File: src/rtl/pipe_pkg.sv
// Shared pipeline-stage types: handshake state encoding and the legacy IF/ID payload width.
package pipe_pkg;

    typedef enum logic [1:0] {
        ST_EMPTY = 2'd0,
        ST_FULL  = 2'd1,
        ST_SKID  = 2'd2
    } stage_state_e;

    localparam int IFID_W = 96;

endpackage

File: src/rtl/pipe_perf_cnt.sv
// Saturating event counter with increment enable; clears only on reset.
module pipe_perf_cnt #(
    parameter int CNT_W = 16
) (
    input  logic             clk,
    input  logic             rst,
    input  logic             inc,
    output logic [CNT_W-1:0] count
);

    function automatic logic [CNT_W-1:0] sat_inc(input logic [CNT_W-1:0] v);
        return (&v) ? v : v + 1'b1;
    endfunction

    always_ff @(posedge clk or posedge rst) begin
        if (rst) begin
            count <= '0;
        end else if (inc) begin
            count <= sat_inc(count);
        end
    end

endmodule

File: src/rtl/pipe_stage_elastic.sv
// Elastic pipeline-stage register: valid/ready handshake, two-entry skid buffer, stall/flush.
// Optional performance counters are built when PIPE_STAGE_PERF_EN is defined.
module pipe_stage_elastic
    import pipe_pkg::*;
#(
    parameter int                 DATA_W           = IFID_W,
    parameter logic [DATA_W-1:0]  FLUSH_VAL        = '0,
    parameter bit                 FLUSH_OVER_STALL = 1'b0,
    parameter int                 CNT_W            = 16
) (
    input  logic              i_clk,
    input  logic              i_rst,
    input  logic              i_valid,
    output logic              o_ready,
    input  logic [DATA_W-1:0] i_data,
    output logic              o_valid,
    input  logic              i_ready,
    output logic [DATA_W-1:0] o_data,
    input  logic              i_stall,
    input  logic              i_flush,
    output logic [CNT_W-1:0]  o_stall_cnt,
    output logic [CNT_W-1:0]  o_flush_cnt
);

    stage_state_e      state_q, state_d;
    logic [DATA_W-1:0] main_q, main_d;
    logic [DATA_W-1:0] skid_q, skid_d;
    logic              in_fire;
    logic              out_fire;
    logic              flush_eff;

    // Outputs come straight from registers, so o_ready has no path from i_ready/i_stall.
    assign o_ready = (state_q != ST_SKID);
    assign o_valid = (state_q != ST_EMPTY);
    assign o_data  = main_q;

    assign in_fire   = i_valid & o_ready;
    assign out_fire  = o_valid & i_ready & ~i_stall;
    assign flush_eff = i_flush & (FLUSH_OVER_STALL | ~i_stall);

    always_comb begin
        state_d = state_q;
        main_d  = main_q;
        skid_d  = skid_q;
        if (flush_eff) begin
            state_d = ST_EMPTY;
            main_d  = FLUSH_VAL;
            skid_d  = FLUSH_VAL;
        end else begin
            unique case (state_q)
                ST_EMPTY: begin
                    if (in_fire) begin
                        state_d = ST_FULL;
                        main_d  = i_data;
                    end
                end
                ST_FULL: begin
                    if (in_fire && out_fire) begin
                        main_d = i_data;
                    end else if (in_fire) begin
                        state_d = ST_SKID;
                        skid_d  = i_data;
                    end else if (out_fire) begin
                        state_d = ST_EMPTY;
                    end
                end
                ST_SKID: begin
                    if (out_fire) begin
                        state_d = ST_FULL;
                        main_d  = skid_q;
                    end
                end
                default: state_d = ST_EMPTY;
            endcase
        end
    end

    always_ff @(posedge i_clk or posedge i_rst) begin
        if (i_rst) begin
            state_q <= ST_EMPTY;
            main_q  <= FLUSH_VAL;
            skid_q  <= FLUSH_VAL;
        end else begin
            state_q <= state_d;
            main_q  <= main_d;
            skid_q  <= skid_d;
        end
    end

`ifdef PIPE_STAGE_PERF_EN
    logic stall_inc;
    assign stall_inc = o_valid & ~(i_ready & ~i_stall);

    pipe_perf_cnt #(.CNT_W(CNT_W)) u_stall_cnt (
        .clk   (i_clk),
        .rst   (i_rst),
        .inc   (stall_inc),
        .count (o_stall_cnt)
    );

    pipe_perf_cnt #(.CNT_W(CNT_W)) u_flush_cnt (
        .clk   (i_clk),
        .rst   (i_rst),
        .inc   (flush_eff),
        .count (o_flush_cnt)
    );
`else
    assign o_stall_cnt = '0;
    assign o_flush_cnt = '0;
`endif

endmodule

File: config.mk
export PLATFORM = sky130hd
export DESIGN_NAME = pipe_stage_elastic
export DESIGN_NICKNAME = d
export VERILOG_FILES = /design/src/rtl/pipe_pkg.sv /design/src/rtl/pipe_perf_cnt.sv /design/src/rtl/pipe_stage_elastic.sv
export SDC_FILE = /design/constraint.sdc
export NUM_CORES = 1
export LEC_CHECK = 0
export CORE_MARGIN = 1.5
export CORE_UTILIZATION = 49
export DETAILED_ROUTE_END_ITERATION = 7
export PLACE_DENSITY_LB_ADDON = 0.08
export SYNTH_ARGS = -nofsm -noshare
export SYNTH_HDL_FRONTEND = slang
export SYNTH_SLANG_ARGS = --single-unit
File: constraint.sdc
create_clock -name i_clk -period 7.49 [get_ports i_clk]
set_input_delay 1.1235 -clock i_clk [delete_from_list [all_inputs] [get_ports i_clk]]
set_output_delay 1.1235 -clock i_clk [all_outputs]
set_load 0.01 [all_outputs]
# Yosys cells after proc, flatten, opt, wreduce, memory -nomap -nowiden
# Cells that the tools add are included.
[word_totals]
reg_bits = 194
latchBits = 0
ramBits = 0
romBits = 0
input_bits = 102
out_inout_bits = 130
memories = 0
[classes]
add_sub_neg = 0
multipliers = 0
div_mod_pow = 0
magnitude_cmp = 0
eq_ne = 9
n_shift = 0
muxes = 15
n_bitwise = 5
reduce_logical = 9
[op_table]
columns = ["operator", "n"]
rows = [
  ["96-bit 2-to-1 mux", 7],
  ["96-bit case mux with 3 select lines", 1],
  ["2-bit 2-to-1 mux", 6],
  ["3-bit != test (second input constant)", 4],
  ["4-bit AND reduction", 2],
  ["2-bit case mux with 3 select lines", 1],
  ["2-bit nonzero test", 3],
  ["1-bit AND", 4],
  ["2-bit != test (second input constant)", 2],
  ["4-bit != test (second input constant)", 1],
  ["4-bit nonzero test", 1],
  ["3-bit AND reduction", 1],
  ["2-bit by 1-bit equality test with 1-bit output (second input constant)", 1],
  ["2-bit equality test (second input constant)", 1],
  ["2-bit logical NOT", 1],
  ["1-bit logical AND", 1],
  ["1-bit inverter", 1],
]

# Logic depth before layout (Yosys ltp)
# Gate-level depths: netlist of run 1.
[depth]
ltp_word = 8
mapped_depth = 6
ltp_nobuf = 4

# Worst setup path before layout of run 1
# Ideal clock, no wire load.
[synth_timing]
path_kind = "in2reg"
start = "input i_flush"
end = "register main_q[0] (netlist: o_data[0])"
setup_time_ns = 0.135
t_arrival_ns = 2.094
t_required_ns = 7.355
path_slack_ns = 5.261
path_stages = 5
path_cell_list = "nor2b_1 -> nor4_1 -> buf_2 -> buf_2 -> o31ai_1"
[synth_between]
elab_chain_cells = 3
word_cells_on_any_way = 7
classes_between = "3 x eq/ne; 1 x mux; 1 x bitwise; 2 x reduce/logical"
[synth_rtl]
columns = ["element", "line_no", "source"]
rows = [
  ["start, declared", "pipe_stage_elastic.sv:20", "input logic i_flush,"],
  ["1-bit AND (*)", "pipe_stage_elastic.sv:39", "assign flush_eff = i_flush & (FLUSH_OVER_STALL | ~i_stall);"],
  ["3-bit != test (no source line) / 4-bit nonzero test (equally long branches)", "-", ""],
  ["4-bit AND reduction (no source line)", "-", ""],
  ["end signal, assigned", "pipe_stage_elastic.sv:85", "main_q <= main_d;"],
  ["end, declared", "pipe_stage_elastic.sv:26", "logic [DATA_W-1:0] main_q, main_d;"],
]
# Every way passes the cells marked *; elsewhere a longest branch is shown, timed or not.
# A chain may end at the register's enable or synchronous reset.

# Worst setup path in the final report of run 1
[layout_timing]
start = "register state_q[1]"
end = "output o_ready"
[layout_between]
elab_chain_cells = 1
[layout_rtl]
columns = ["element", "line_no", "source"]
rows = [
  ["start, declared", "pipe_stage_elastic.sv:25", "stage_state_e state_q, state_d;"],
  ["start signal, assigned", "pipe_stage_elastic.sv:84", "state_q <= state_d;"],
  ["2-bit != test", "pipe_stage_elastic.sv:33", "assign o_ready = (state_q != ST_SKID);"],
  ["end, declared", "pipe_stage_elastic.sv:14", "output logic o_ready,"],
]
# Every way passes these cells.

==> results of run 1 <==
## placed cells by master (no fill, tap or decap), types with 6 or more instances in the layout
cell type	count
sky130_fd_sc_hd__clkdlybuf4s50_1	199
sky130_fd_sc_hd__dfrtp_1	194
sky130_fd_sc_hd__nand2_1	192
sky130_fd_sc_hd__mux2i_1	96
sky130_fd_sc_hd__o31ai_1	96
sky130_fd_sc_hd__a21oi_1	50
sky130_fd_sc_hd__a22o_1	48
sky130_fd_sc_hd__conb_1	32
sky130_fd_sc_hd__clkbuf_16	17
sky130_fd_sc_hd__buf_4	6
## logic make-up (layout without fill, tap and decap cells)
group,Yosys count,in the layout
buf+inv,102,240
mux,96,96
compound gates,197,197
simple gates,208,208
other cells,1,32
flops,194,194
## sequential cells by signal (all words and copies together) (netlist names)
register and cells:
o_data 96, skid_q 96, state_q 2
## worst min-delay path, stage by stage (launching register included)
cell	delay [ps]
sky130_fd_sc_hd__dfrtp_1	340
sky130_fd_sc_hd__nand2_1	50
sky130_fd_sc_hd__o31ai_1	50
## report_power, final
group / internal, mW / switching [mW]
Combinational: 0.468 / 0.436
Sequential: 1.27 / 0.136
Clock: 0.434 / 0.419
## routing by layer
metal / vias to the layer above / routed length (um) / GRT usage (%)
li1: 3060 / - / -
met1: 3223 / 9020 / 30.68
met2: 196 / 10080 / 37.59
met3: 18 / 1148 / 4.826
met4: 0 / 251 / 6.870
met5: - / 0 / 0
## cell type report
type	instances	area, sq um	area share (%)
clock inverter	15	123.9	1.116
multi-input combinational	533	3361	30.27
timing repair buffer	205	2037	18.35
tap	225	281.5	2.536
inverter	3	20.02	0.1803
sequential	194	4855	43.72
clock buffer	17	425.4	3.831
## cells in the mapped netlist, types with 3 or more instances
cell type                  instances
sky130_fd_sc_hd__a22o_1           48
sky130_fd_sc_hd__o31ai_1          96
sky130_fd_sc_hd__buf_1             4
sky130_fd_sc_hd__dfrtp_1         194
sky130_fd_sc_hd__buf_2            40
sky130_fd_sc_hd__nor2_1            4
sky130_fd_sc_hd__a21oi_1          50
sky130_fd_sc_hd__clkbuf_1         23
sky130_fd_sc_hd__mux2i_1          96
sky130_fd_sc_hd__nand2_1         192
sky130_fd_sc_hd__nor2b_1           3
sky130_fd_sc_hd__buf_4            32
## final timing paths
check	depth (start not counted)	slack [ps]	endpoint	startpoint
setup / recovery	4	2690	o_ready	state_q[1]
hold / removal	2	480	o_data[46]	o_data[46]
setup reg to reg	5	4250	o_data[94]	state_q[1]
hold reg to reg	2	480	o_data[46]	o_data[46]
max in group asynchronous	3	4710	skid_q[42]	i_rst
min in group asynchronous	2	1240	skid_q[32]	i_rst
## metrics by stage
step,std cells,worst slack [ps],power [mW],hold WS [ps],util [%]
after floorplan,829,1083,1.889,465.6,-
after global placement,1160,3045,2.302,459.3,61.23
after detailed placement,1160,2961,2.332,465.0,61.23
after CTS,1192,2684,3.190,482.3,64.42
after global routing,1192,2524,3.330,504.8,64.42
final,1192,2690,3.161,477.7,64.42
==> impl_metrics.xml, run 1 <==
<?xml version="1.0" encoding="UTF-8"?>
<metrics>
  <group name="sta">
    <metric name="timing.final.hold_violations" unit="">0</metric>
    <metric name="finalClockSkew" unit="ps">9.004</metric>
    <metric name="final_min_period_over_clock_period" unit="%">64.08</metric>
    <metric name="timing_worst_slew_pin_value" unit="ps">1243</metric>
    <metric name="final-max-slew-violation-count" unit="">0</metric>
    <metric name="finalWorstPathRequiredPeriod" unit="ps">4800</metric>
    <metric name="grt_setup_unrepaired" unit="">no</metric>
    <metric name="totalNegativeSetupSlack" unit="ps">0</metric>
    <metric name="setup_viol" unit="">0</metric>
    <metric name="timing.fmax" unit="MHz">208.4</metric>
    <metric name="maxSlewHeadroom" unit="%">16.96</metric>
  </group>
  <group name="placed_design">
    <metric name="routabilityCongestion" unit="">0.7371</metric>
    <metric name="placed_cell_area" unit="sq um">10550</metric>
    <metric name="post-dp-hpwl" unit="um">12930</metric>
    <metric name="total_of_buffers_placed_on_input_and_output_ports" unit="">199</metric>
  </group>
  <group name="grt">
    <metric name="grt_pass1_vias" unit="">6440</metric>
    <metric name="grt_first_pass_wirelength" unit="um">33020</metric>
    <metric name="overflow" unit="">0</metric>
    <metric name="grt_antenna_before_repair" unit="">0</metric>
    <metric name="largest_net_degree_at_the_start_of_global_routing" unit="">116</metric>
    <metric name="grt.total_usage" unit="%">22.90</metric>
  </group>
  <group name="die">
    <metric name="row_count" unit="">48</metric>
    <metric name="starting_density_of_the_core" unit="%">49.95</metric>
    <metric name="chipHeight" unit="um">135.6</metric>
    <metric name="ports_placed_on_the_boundary" unit="">232</metric>
    <metric name="coreArea" unit="sq um">17240</metric>
    <metric name="chipWidth" unit="um">135.6</metric>
    <metric name="die-area" unit="sq um">18380</metric>
  </group>
  <group name="min_path">
    <metric name="worst_hold_path_type" unit="">flip-flop to flip-flop</metric>
  </group>
  <group name="route">
    <metric name="route.final.wire_length" unit="um">20500</metric>
    <metric name="firstDrtPassIters" unit="">5</metric>
    <metric name="ant_nets" unit="">0</metric>
    <metric name="route.detailed.wl_per_inst" unit="um">17.19</metric>
    <metric name="routed-via-count" unit="">6497</metric>
    <metric name="post_drt_via_cell_ratio" unit="">5.451</metric>
    <metric name="number_of_remaining_drc_errors" unit="">0</metric>
    <metric name="drt-initial-drc-count" unit="">499</metric>
  </group>
  <group name="synth">
    <metric name="synth-compound-area-share" unit="%">16.44</metric>
    <metric name="synth_adder_area_share" unit="%">0</metric>
    <metric name="synthesis.instances" unit="">798</metric>
    <metric name="synth_edf_count" unit="">0</metric>
    <metric name="number_of_different_library_cells_in_the_post_synthesis_netlist" unit="">24</metric>
    <metric name="postSynthAreaPerCell" unit="sq um">10.79</metric>
    <metric name="ys_seq_area_share" unit="%">56.39</metric>
    <metric name="synth_simple_gate_area_share" unit="%">9.533</metric>
    <metric name="synth.top_cells.by_area" unit="">sky130_fd_sc_hd__dfrtp_1 (56%), sky130_fd_sc_hd__mux2i_1 (11%), sky130_fd_sc_hd__nand2_1 (8.4%), sky130_fd_sc_hd__o31ai_1 (8.4%), sky130_fd_sc_hd__a22o_1 (4.9%)</metric>
    <metric name="biggest_area_consumer_among_synthesized_cells" unit="">sky130_fd_sc_hd__dfrtp_1</metric>
    <metric name="postSynth.topFlopCell" unit="">sky130_fd_sc_hd__dfrtp_1</metric>
    <metric name="muxShareOfSynthArea" unit="%">11.16</metric>
    <metric name="synth.top_cell.area_share" unit="%">56.39</metric>
    <metric name="postSynthRegisterBits" unit="">194</metric>
    <metric name="ys.warnings.count" unit="">0</metric>
    <metric name="post_synth_instance_area" unit="sq um">8610</metric>
    <metric name="main_combinational_cell_family_by_area_after_synthesis" unit="">compound AO/OA/AOI/OAI gates</metric>
    <metric name="async_flop_share" unit="%">100.0</metric>
    <metric name="synth_xor_xnor_area_share" unit="%">0</metric>
  </group>
  <group name="clock_tree">
    <metric name="ctsLongestPathBuffers" unit="">2</metric>
    <metric name="holdBufCountCts" unit="">0</metric>
    <metric name="cts-root-buf" unit="">sky130_fd_sc_hd__clkbuf_16</metric>
    <metric name="clock_tree_from_tritoncts" unit="">yes</metric>
    <metric name="cts.clk_slew.worst_paths" unit="ps">70</metric>
    <metric name="cts.sinks" unit="">194</metric>
    <metric name="clk_latency_worst_skew_pair" unit="ps">430</metric>
    <metric name="cts_setup_buffers" unit="">0</metric>
    <metric name="cts_resized" unit="">0</metric>
    <metric name="cts-buffers-inserted" unit="">17</metric>
    <metric name="htree_num_levels" unit="">4</metric>
  </group>
  <group name="setup_path">
    <metric name="path_class" unit="">flip-flop to primary output</metric>
    <metric name="worstPathMaxFanout" unit="">63</metric>
    <metric name="cp_top_family" unit="">buffers and inverters</metric>
    <metric name="worst_path_max_delay_cell" unit="">sky130_fd_sc_hd__clkinv_2</metric>
    <metric name="critical_path.startpoint_type" unit="">flip-flop</metric>
    <metric name="timing.critical_path.required" unit="ps">6370</metric>
    <metric name="setup.worst_path.end_class" unit="">primary output</metric>
    <metric name="critical-path-max-stage-delay" unit="ps">1010</metric>
    <metric name="critPathBufInv" unit="">3</metric>
    <metric name="cp_data_arrival_time" unit="ps">3680</metric>
    <metric name="crit_path_cell_trace" unit="">nor2b_4, buf_4, clkinv_2, clkdlybuf4s50_1</metric>
  </group>
  <group name="power_and_ir_drop">
    <metric name="power_density" unit="nW/um^2">284.7</metric>
    <metric name="worst_vdd_rail_ir_drop" unit="uV">174.7</metric>
    <metric name="power.leakage" unit="nW">4.893</metric>
  </group>
  <group name="final_layout">
    <metric name="finish.instance_area" unit="sq um">11100</metric>
    <metric name="areaGrowthSynthToFinish" unit="%">28.96</metric>
    <metric name="antenna-diode-count" unit="">0</metric>
    <metric name="final_layout_size_suffix_gt1_share" unit="%">5.067</metric>
    <metric name="fill_cells" unit="">1332</metric>
    <metric name="nets" unit="">1056</metric>
  </group>
  <group name="outcome">
    <metric name="outcome" unit="">completed</metric>
  </group>
  <group name="job">
    <metric name="max_cap_viol_count" unit="">0</metric>
  </group>
</metrics>
No activity file was read; power rests on OpenSTA's default activity.
==> inputs of run 2 (changes only) <==
==> constraint.sdc (replaced) <==
create_clock -name i_clk -period 4.5 [get_ports i_clk]
set_input_delay 0.675 -clock i_clk [delete_from_list [all_inputs] [get_ports i_clk]]
set_output_delay 0.675 -clock i_clk [all_outputs]
set_load 0.01 [all_outputs]
==> run 2 against run 1 <==
Against the previous run:
- sequential cell count unchanged
- hold slack lost 2.5 ps
- critical endpoint unchanged
- final area increased by 1.0%
- first-iteration DRC count down 7.8%
- routed wire length is 4.3% higher
- clock power is 79% higher
- count of clock-buffer cells in the layout grew 2
- die area stayed put
- via count grew 2.6%
- highest routed layer unchanged
==> impl_metrics.xml, run 2 (synthesis gave the netlist of run 1 again) <==
<?xml version="1.0" encoding="UTF-8"?>
<metrics>
  <group name="route">
    <metric name="number_of_remaining_drc_errors" unit="">0</metric>
    <metric name="ant_nets" unit="">0</metric>
    <metric name="post_drt_via_cell_ratio" unit="">5.557</metric>
    <metric name="routed-via-count" unit="">6663</metric>
    <metric name="drt-initial-drc-count" unit="">460</metric>
    <metric name="route.final.wire_length" unit="um">21370</metric>
    <metric name="route.detailed.wl_per_inst" unit="um">17.82</metric>
    <metric name="firstDrtPassIters" unit="">5</metric>
  </group>
  <group name="setup_path">
    <metric name="timing.critical_path.required" unit="ps">3830</metric>
    <metric name="worstPathMaxFanout" unit="">36</metric>
    <metric name="crit_start" unit="">state_q[1]</metric>
    <metric name="setup.worst_path.end_class" unit="">primary output</metric>
    <metric name="path_class" unit="">flip-flop to primary output</metric>
    <metric name="cp_data_arrival_time" unit="ps">2500</metric>
    <metric name="critical_path.startpoint_type" unit="">flip-flop</metric>
    <metric name="regToRegStartpoint" unit="">state_q[1]</metric>
  </group>
  <group name="placed_design">
    <metric name="post-dp-hpwl" unit="um">13700</metric>
    <metric name="routabilityCongestion" unit="">0.7793</metric>
    <metric name="dp.cells" unit="">1166</metric>
    <metric name="total_of_buffers_placed_on_input_and_output_ports" unit="">199</metric>
  </group>
  <group name="clock_tree">
    <metric name="cts_setup_buffers" unit="">0</metric>
    <metric name="clock_tree_from_tritoncts" unit="">yes</metric>
    <metric name="clk_latency_worst_skew_pair" unit="ps">430</metric>
    <metric name="cts.clk_slew.worst_paths" unit="ps">70</metric>
    <metric name="cts_resized" unit="">0</metric>
    <metric name="cts-buffers-inserted" unit="">17</metric>
    <metric name="ctsLongestPathBuffers" unit="">2</metric>
    <metric name="cts.sinks" unit="">194</metric>
    <metric name="cts-root-buf" unit="">sky130_fd_sc_hd__clkbuf_16</metric>
    <metric name="htree_num_levels" unit="">4</metric>
    <metric name="holdBufCountCts" unit="">0</metric>
  </group>
  <group name="final_layout">
    <metric name="areaGrowthSynthToFinish" unit="%">30.26</metric>
    <metric name="nets" unit="">1062</metric>
    <metric name="layout.cells.non_filler" unit="">1199</metric>
    <metric name="final_layout_size_suffix_gt1_share" unit="%">5.447</metric>
    <metric name="mostFrequentLayoutCell" unit="">sky130_fd_sc_hd__clkdlybuf4s50_1</metric>
    <metric name="layout.cells.most_common_list" unit="">sky130_fd_sc_hd__clkdlybuf4s50_1 (199), sky130_fd_sc_hd__dfrtp_1 (194), sky130_fd_sc_hd__nand2_1 (192), sky130_fd_sc_hd__mux2i_1 (96), sky130_fd_sc_hd__o31ai_1 (96)</metric>
    <metric name="fill_cells" unit="">1316</metric>
  </group>
  <group name="die">
    <metric name="chipHeight" unit="um">135.6</metric>
    <metric name="starting_density_of_the_core" unit="%">49.95</metric>
    <metric name="coreArea" unit="sq um">17240</metric>
    <metric name="ports_placed_on_the_boundary" unit="">232</metric>
    <metric name="row_count" unit="">48</metric>
    <metric name="chipWidth" unit="um">135.6</metric>
    <metric name="die-area" unit="sq um">18380</metric>
  </group>
  <group name="power_and_ir_drop">
    <metric name="worst_vdd_rail_ir_drop" unit="uV">529.6</metric>
    <metric name="power.leakage" unit="nW">4.943</metric>
    <metric name="power_density" unit="nW/um^2">481.3</metric>
  </group>
  <group name="grt">
    <metric name="grt_antenna_before_repair" unit="">1</metric>
    <metric name="grt.total_usage" unit="%">23.83</metric>
    <metric name="grt_first_pass_wirelength" unit="um">34020</metric>
    <metric name="grt_pass1_vias" unit="">6656</metric>
    <metric name="overflow" unit="">0</metric>
    <metric name="largest_net_degree_at_the_start_of_global_routing" unit="">80</metric>
  </group>
  <group name="sta">
    <metric name="final-max-slew-violation-count" unit="">0</metric>
    <metric name="timing.final.hold_violations" unit="">0</metric>
    <metric name="timing_worst_slew_pin_value" unit="ps">1220</metric>
    <metric name="final_min_period_over_clock_period" unit="%">70.48</metric>
    <metric name="totalNegativeSetupSlack" unit="ps">0</metric>
    <metric name="finalWorstPathRequiredPeriod" unit="ps">3172</metric>
    <metric name="setup_viol" unit="">0</metric>
    <metric name="timing.fmax" unit="MHz">315.3</metric>
    <metric name="finalClockSkew" unit="ps">7.369</metric>
    <metric name="maxSlewHeadroom" unit="%">18.49</metric>
    <metric name="grt_setup_unrepaired" unit="">no</metric>
  </group>
  <group name="min_path">
    <metric name="worst_hold_path_type" unit="">flip-flop to flip-flop</metric>
    <metric name="startpoint_of_the_lowest_slack_hold_path" unit="">o_data[64]</metric>
  </group>
  <group name="job">
    <metric name="max_cap_viol_count" unit="">0</metric>
  </group>
  <group name="outcome">
    <metric name="outcome" unit="">completed</metric>
  </group>
</metrics>
## run 2: final timing paths
| path | slack (ps) | cells past startpoint | end |
|---|---|---|---|
| min in group asynchronous | 700 | 2 | skid_q[24] |
| worst min-delay path | 480 | 2 | o_data[64] |
| worst min register to register | 480 | 2 | o_data[64] |
| worst max-delay path | 1330 | 3 | o_ready |
| max in group asynchronous | 2990 | 3 | skid_q[79] |
| worst max register to register | 1930 | 6 | o_data[37] |
## run 2: report_power, final
part / internal (mW) / switching (mW) / total (mW)
Clock: 0.875 / 0.659 / 1.53
Sequential: 2.11 / 0.230 / 2.34
Combinational: 0.785 / 0.738 / 1.52
## run 2: critical path: stages, from the launching register on
cell and delay [ps]:
sky130_fd_sc_hd__dfrtp_1 480, sky130_fd_sc_hd__nor2b_4 220, sky130_fd_sc_hd__clkinv_2 650, sky130_fd_sc_hd__clkdlybuf4s50_1 710
## run 2: area by class of cell
cell class / instances / area, sq um / share of cell area [%]
sequential: 194 / 4855 / 43.29
multi-input combinational: 533 / 3361 / 29.97
timing repair buffer: 211 / 2107 / 18.79
clock buffer: 19 / 432.9 / 3.860
tap: 225 / 281.5 / 2.510
clock inverter: 13 / 158.9 / 1.417
inverter: 3 / 16.27 / 0.1450
antenna: 1 / 2.502 / 0.02231
## run 2: metrics by stage
step	instance area [sq um]	hold WS (ps)	setup WS, ps	util (%)	power (mW)
3_3_place_gp	10620	459.9	1319	61.61	3.845
5_1_grt	11210	493.1	1167	65.06	5.663
2_1_floorplan	8730	465.6	1321	-	3.144
6_report	11210	475.1	1328	65.06	5.397
3_5_place_dp	10620	465.0	1212	61.61	3.901
4_1_cts	11210	480.4	1317	65.05	5.439
## run 2: metal layers
metal	up-vias	global-route usage, %	part of all wire (%)
met2	224	38.97	49
met4	0	9.618	2.0
li1	3071	-	-
met1	3338	30.86	42
met5	-	0	0
met3	30	5.275	6.4
==> inputs of run 3 (changes only) <==
==> constraint.sdc (replaced) <==
create_clock -name i_clk -period 2.95 [get_ports i_clk]
set_input_delay 0.4425 -clock i_clk [delete_from_list [all_inputs] [get_ports i_clk]]
set_output_delay 0.4425 -clock i_clk [all_outputs]
set_load 0.01 [all_outputs]
==> run 3 against run 2 <==
Against the previous run:
- critical endpoint is now o_valid
- routed wire length is 3.4% lower
- clock skew increased by 5.8 ps
- power is 52% higher
- critical path type unchanged
- register-to-register slack worse by 980 ps
- critical path depth fell by 1
- sequential share of layout area decreased by 0.55 points
- hold slack gained 2.8 ps
- cell count is 0.75% higher
- non-clock buffer count grew 10
==> impl_metrics.xml, run 3 (synthesis gave the netlist of run 1 again) <==
<?xml version="1.0" encoding="UTF-8"?>
<metrics>
  <group name="outcome">
    <metric name="outcome" unit="">completed</metric>
  </group>
  <group name="route">
    <metric name="detailroute.wirelength.met3" unit="um">1248</metric>
    <metric name="post_drt_via_cell_ratio" unit="">5.493</metric>
    <metric name="route.detailed.wl_per_inst" unit="um">17.10</metric>
    <metric name="number_of_remaining_drc_errors" unit="">0</metric>
    <metric name="ant_nets" unit="">0</metric>
    <metric name="route.final.wire_length" unit="um">20650</metric>
    <metric name="firstDrtPassIters" unit="">5</metric>
    <metric name="routed-via-count" unit="">6635</metric>
    <metric name="wl_met2" unit="um">10090</metric>
    <metric name="drt-initial-drc-count" unit="">475</metric>
    <metric name="detail_route.wirelength.met1" unit="um">8928</metric>
    <metric name="route.top_layer_used" unit="">met4</metric>
  </group>
  <group name="sta">
    <metric name="finalWorstPathRequiredPeriod" unit="ps">2166</metric>
    <metric name="maxSlewHeadroom" unit="%">44.38</metric>
    <metric name="fin_hold_ws" unit="ps">478.0</metric>
    <metric name="totalNegativeSetupSlack" unit="ps">0</metric>
    <metric name="final-max-slew-violation-count" unit="">0</metric>
    <metric name="setup_viol" unit="">0</metric>
    <metric name="grt_setup_unrepaired" unit="">no</metric>
    <metric name="finalClockSkew" unit="ps">13.17</metric>
    <metric name="timing.fmax" unit="MHz">461.8</metric>
    <metric name="timing.final.hold_violations" unit="">0</metric>
    <metric name="final_min_period_over_clock_period" unit="%">73.41</metric>
    <metric name="timing_worst_slew_pin_value" unit="ps">834.3</metric>
    <metric name="worst_setup_slack_final" unit="ps">784.3</metric>
  </group>
  <group name="setup_path">
    <metric name="timing.critical_path.required" unit="ps">2510</metric>
    <metric name="worst-r2r-cell-count" unit="">5</metric>
    <metric name="cp_data_arrival_time" unit="ps">1720</metric>
    <metric name="critical-path-max-stage-delay" unit="ps">480</metric>
    <metric name="cp_top_family" unit="">flip-flops</metric>
    <metric name="timing.critical_path.depth" unit="">2</metric>
    <metric name="regToRegStartpoint" unit="">state_q[1]</metric>
    <metric name="crit_path_cell_trace" unit="">or2_2, clkdlybuf4s50_1</metric>
    <metric name="worst_path_max_delay_cell" unit="">sky130_fd_sc_hd__dfrtp_1</metric>
    <metric name="setup.worst_path.end_class" unit="">primary output</metric>
    <metric name="reg2reg_to" unit="">o_data[25]</metric>
    <metric name="critPathBufInv" unit="">1</metric>
    <metric name="path_class" unit="">flip-flop to primary output</metric>
    <metric name="critical_path.startpoint_type" unit="">flip-flop</metric>
    <metric name="worstPathMaxFanout" unit="">8</metric>
    <metric name="reg2reg_setup_slack" unit="ps">950</metric>
  </group>
  <group name="placed_design">
    <metric name="post-dp-hpwl" unit="um">13380</metric>
    <metric name="dp_worst_setup_slack" unit="ps">442.7</metric>
    <metric name="total_of_buffers_placed_on_input_and_output_ports" unit="">199</metric>
    <metric name="routabilityCongestion" unit="">0.7702</metric>
  </group>
  <group name="final_layout">
    <metric name="nets" unit="">1072</metric>
    <metric name="areaGrowthSynthToFinish" unit="%">31.93</metric>
    <metric name="mostFrequentLayoutCell" unit="">sky130_fd_sc_hd__clkdlybuf4s50_1</metric>
    <metric name="final_layout_size_suffix_gt1_share" unit="%">6.415</metric>
    <metric name="finish.utilization" unit="%">65.90</metric>
    <metric name="layout.cells.most_common_list" unit="">sky130_fd_sc_hd__clkdlybuf4s50_1 (199), sky130_fd_sc_hd__dfrtp_1 (194), sky130_fd_sc_hd__nand2_1 (192), sky130_fd_sc_hd__mux2i_1 (96), sky130_fd_sc_hd__o31ai_1 (96)</metric>
  </group>
  <group name="clock_tree">
    <metric name="cts_resized" unit="">0</metric>
    <metric name="htree_num_levels" unit="">4</metric>
    <metric name="ctsLongestPathBuffers" unit="">2</metric>
    <metric name="cts_setup_buffers" unit="">0</metric>
    <metric name="holdBufCountCts" unit="">0</metric>
    <metric name="cts.clk_slew.worst_paths" unit="ps">70</metric>
    <metric name="cts-buffers-inserted" unit="">17</metric>
    <metric name="cts.sinks" unit="">194</metric>
    <metric name="cts-root-buf" unit="">sky130_fd_sc_hd__clkbuf_16</metric>
    <metric name="clk_latency_worst_skew_pair" unit="ps">430</metric>
    <metric name="clock_tree_from_tritoncts" unit="">yes</metric>
  </group>
  <group name="die">
    <metric name="starting_density_of_the_core" unit="%">49.95</metric>
    <metric name="ports_placed_on_the_boundary" unit="">232</metric>
    <metric name="chipHeight" unit="um">135.6</metric>
    <metric name="coreArea" unit="sq um">17240</metric>
    <metric name="chipWidth" unit="um">135.6</metric>
    <metric name="die-area" unit="sq um">18380</metric>
    <metric name="row_count" unit="">48</metric>
  </group>
  <group name="min_path">
    <metric name="min_delay_worst_endpoint" unit="">o_data[30]</metric>
    <metric name="startpoint_of_the_lowest_slack_hold_path" unit="">o_data[30]</metric>
    <metric name="min_path_cells" unit="">2</metric>
    <metric name="worst_hold_path_type" unit="">flip-flop to flip-flop</metric>
  </group>
  <group name="grt">
    <metric name="grt_antenna_before_repair" unit="">1</metric>
    <metric name="grt.total_usage" unit="%">22.95</metric>
    <metric name="largest_net_degree_at_the_start_of_global_routing" unit="">147</metric>
    <metric name="grt_first_pass_wirelength" unit="um">32800</metric>
    <metric name="grt_pass1_vias" unit="">6458</metric>
    <metric name="overflow" unit="">0</metric>
  </group>
  <group name="job">
    <metric name="max_cap_viol_count" unit="">0</metric>
  </group>
  <group name="power_and_ir_drop">
    <metric name="worst_vdd_rail_ir_drop" unit="uV">542.7</metric>
    <metric name="power_density" unit="nW/um^2">720.2</metric>
    <metric name="power.leakage" unit="nW">5.020</metric>
  </group>
</metrics>
-- run 3: cell count changes in the layout (fill, tap and decap cells not counted) --
cell / change
sky130_fd_sc_hd__buf_12: +7
sky130_fd_sc_hd__buf_4: +3
sky130_fd_sc_hd__bufinv_16: -1
sky130_fd_sc_hd__clkbuf_1: -1
sky130_fd_sc_hd__clkbuf_8: +1
sky130_fd_sc_hd__clkinvlp_4: -1
sky130_fd_sc_hd__inv_6: +1
-- run 3: tightest hold or removal path, cell delays in order, from the launching register on --
cell                      delay, ps
sky130_fd_sc_hd__dfrtp_1        340
sky130_fd_sc_hd__nand2_1         50
sky130_fd_sc_hd__o31ai_1         50
-- run 3: layout make-up --
| class | count | area, sq um |
|---|---|---|
| Inverter | 3 | 16.27 |
| Antenna cell | 1 | 2.502 |
| Sequential cell | 194 | 4855 |
| Multi-Input combinational cell | 533 | 3361 |
| Fill cell | 1296 | 5878 |
| Clock inverter | 12 | 130.1 |
| Clock buffer | 19 | 442.9 |
| Tap cell | 225 | 281.5 |
| Timing Repair Buffer | 221 | 2270 |
-- run 3: report_power, final --
group	internal (mW)	switching, mW
logic	1.23	1.12
registers	3.22	0.341
clock network	1.27	0.993
total	5.73	2.45
-- run 3: worst max-delay path by stage --
stage / endpoint / slack [ps] / startpoint
2_1_floorplan: o_data[0] / 3 / i_rst
5_1_grt: o_ready / 710 / state_q[1]
4_1_cts: o_valid / 780 / state_q[0]
3_5_place_dp: skid_q[21] / 440 / i_flush
3_3_place_gp: skid_q[17] / 520 / i_flush
6_report: o_valid / 780 / state_q[0]
-- run 3: stage by stage --
stage               power, mW  instances  cell area, sq um
finish                  8.180       1208             11360
global route            8.609       1208             11360
CTS                     8.252       1207             11360
detailed placement      5.978       1176             10780
global placement        5.902       1176             10780
floorplan               4.796        829              8730
-- run 3: layer usage --
layer,vias up,GRT usage [%]
met2,221,37.31
met4,0,8.542
met5,-,0
li1,3092,-
met3,22,4.714
met1,3300,30.45
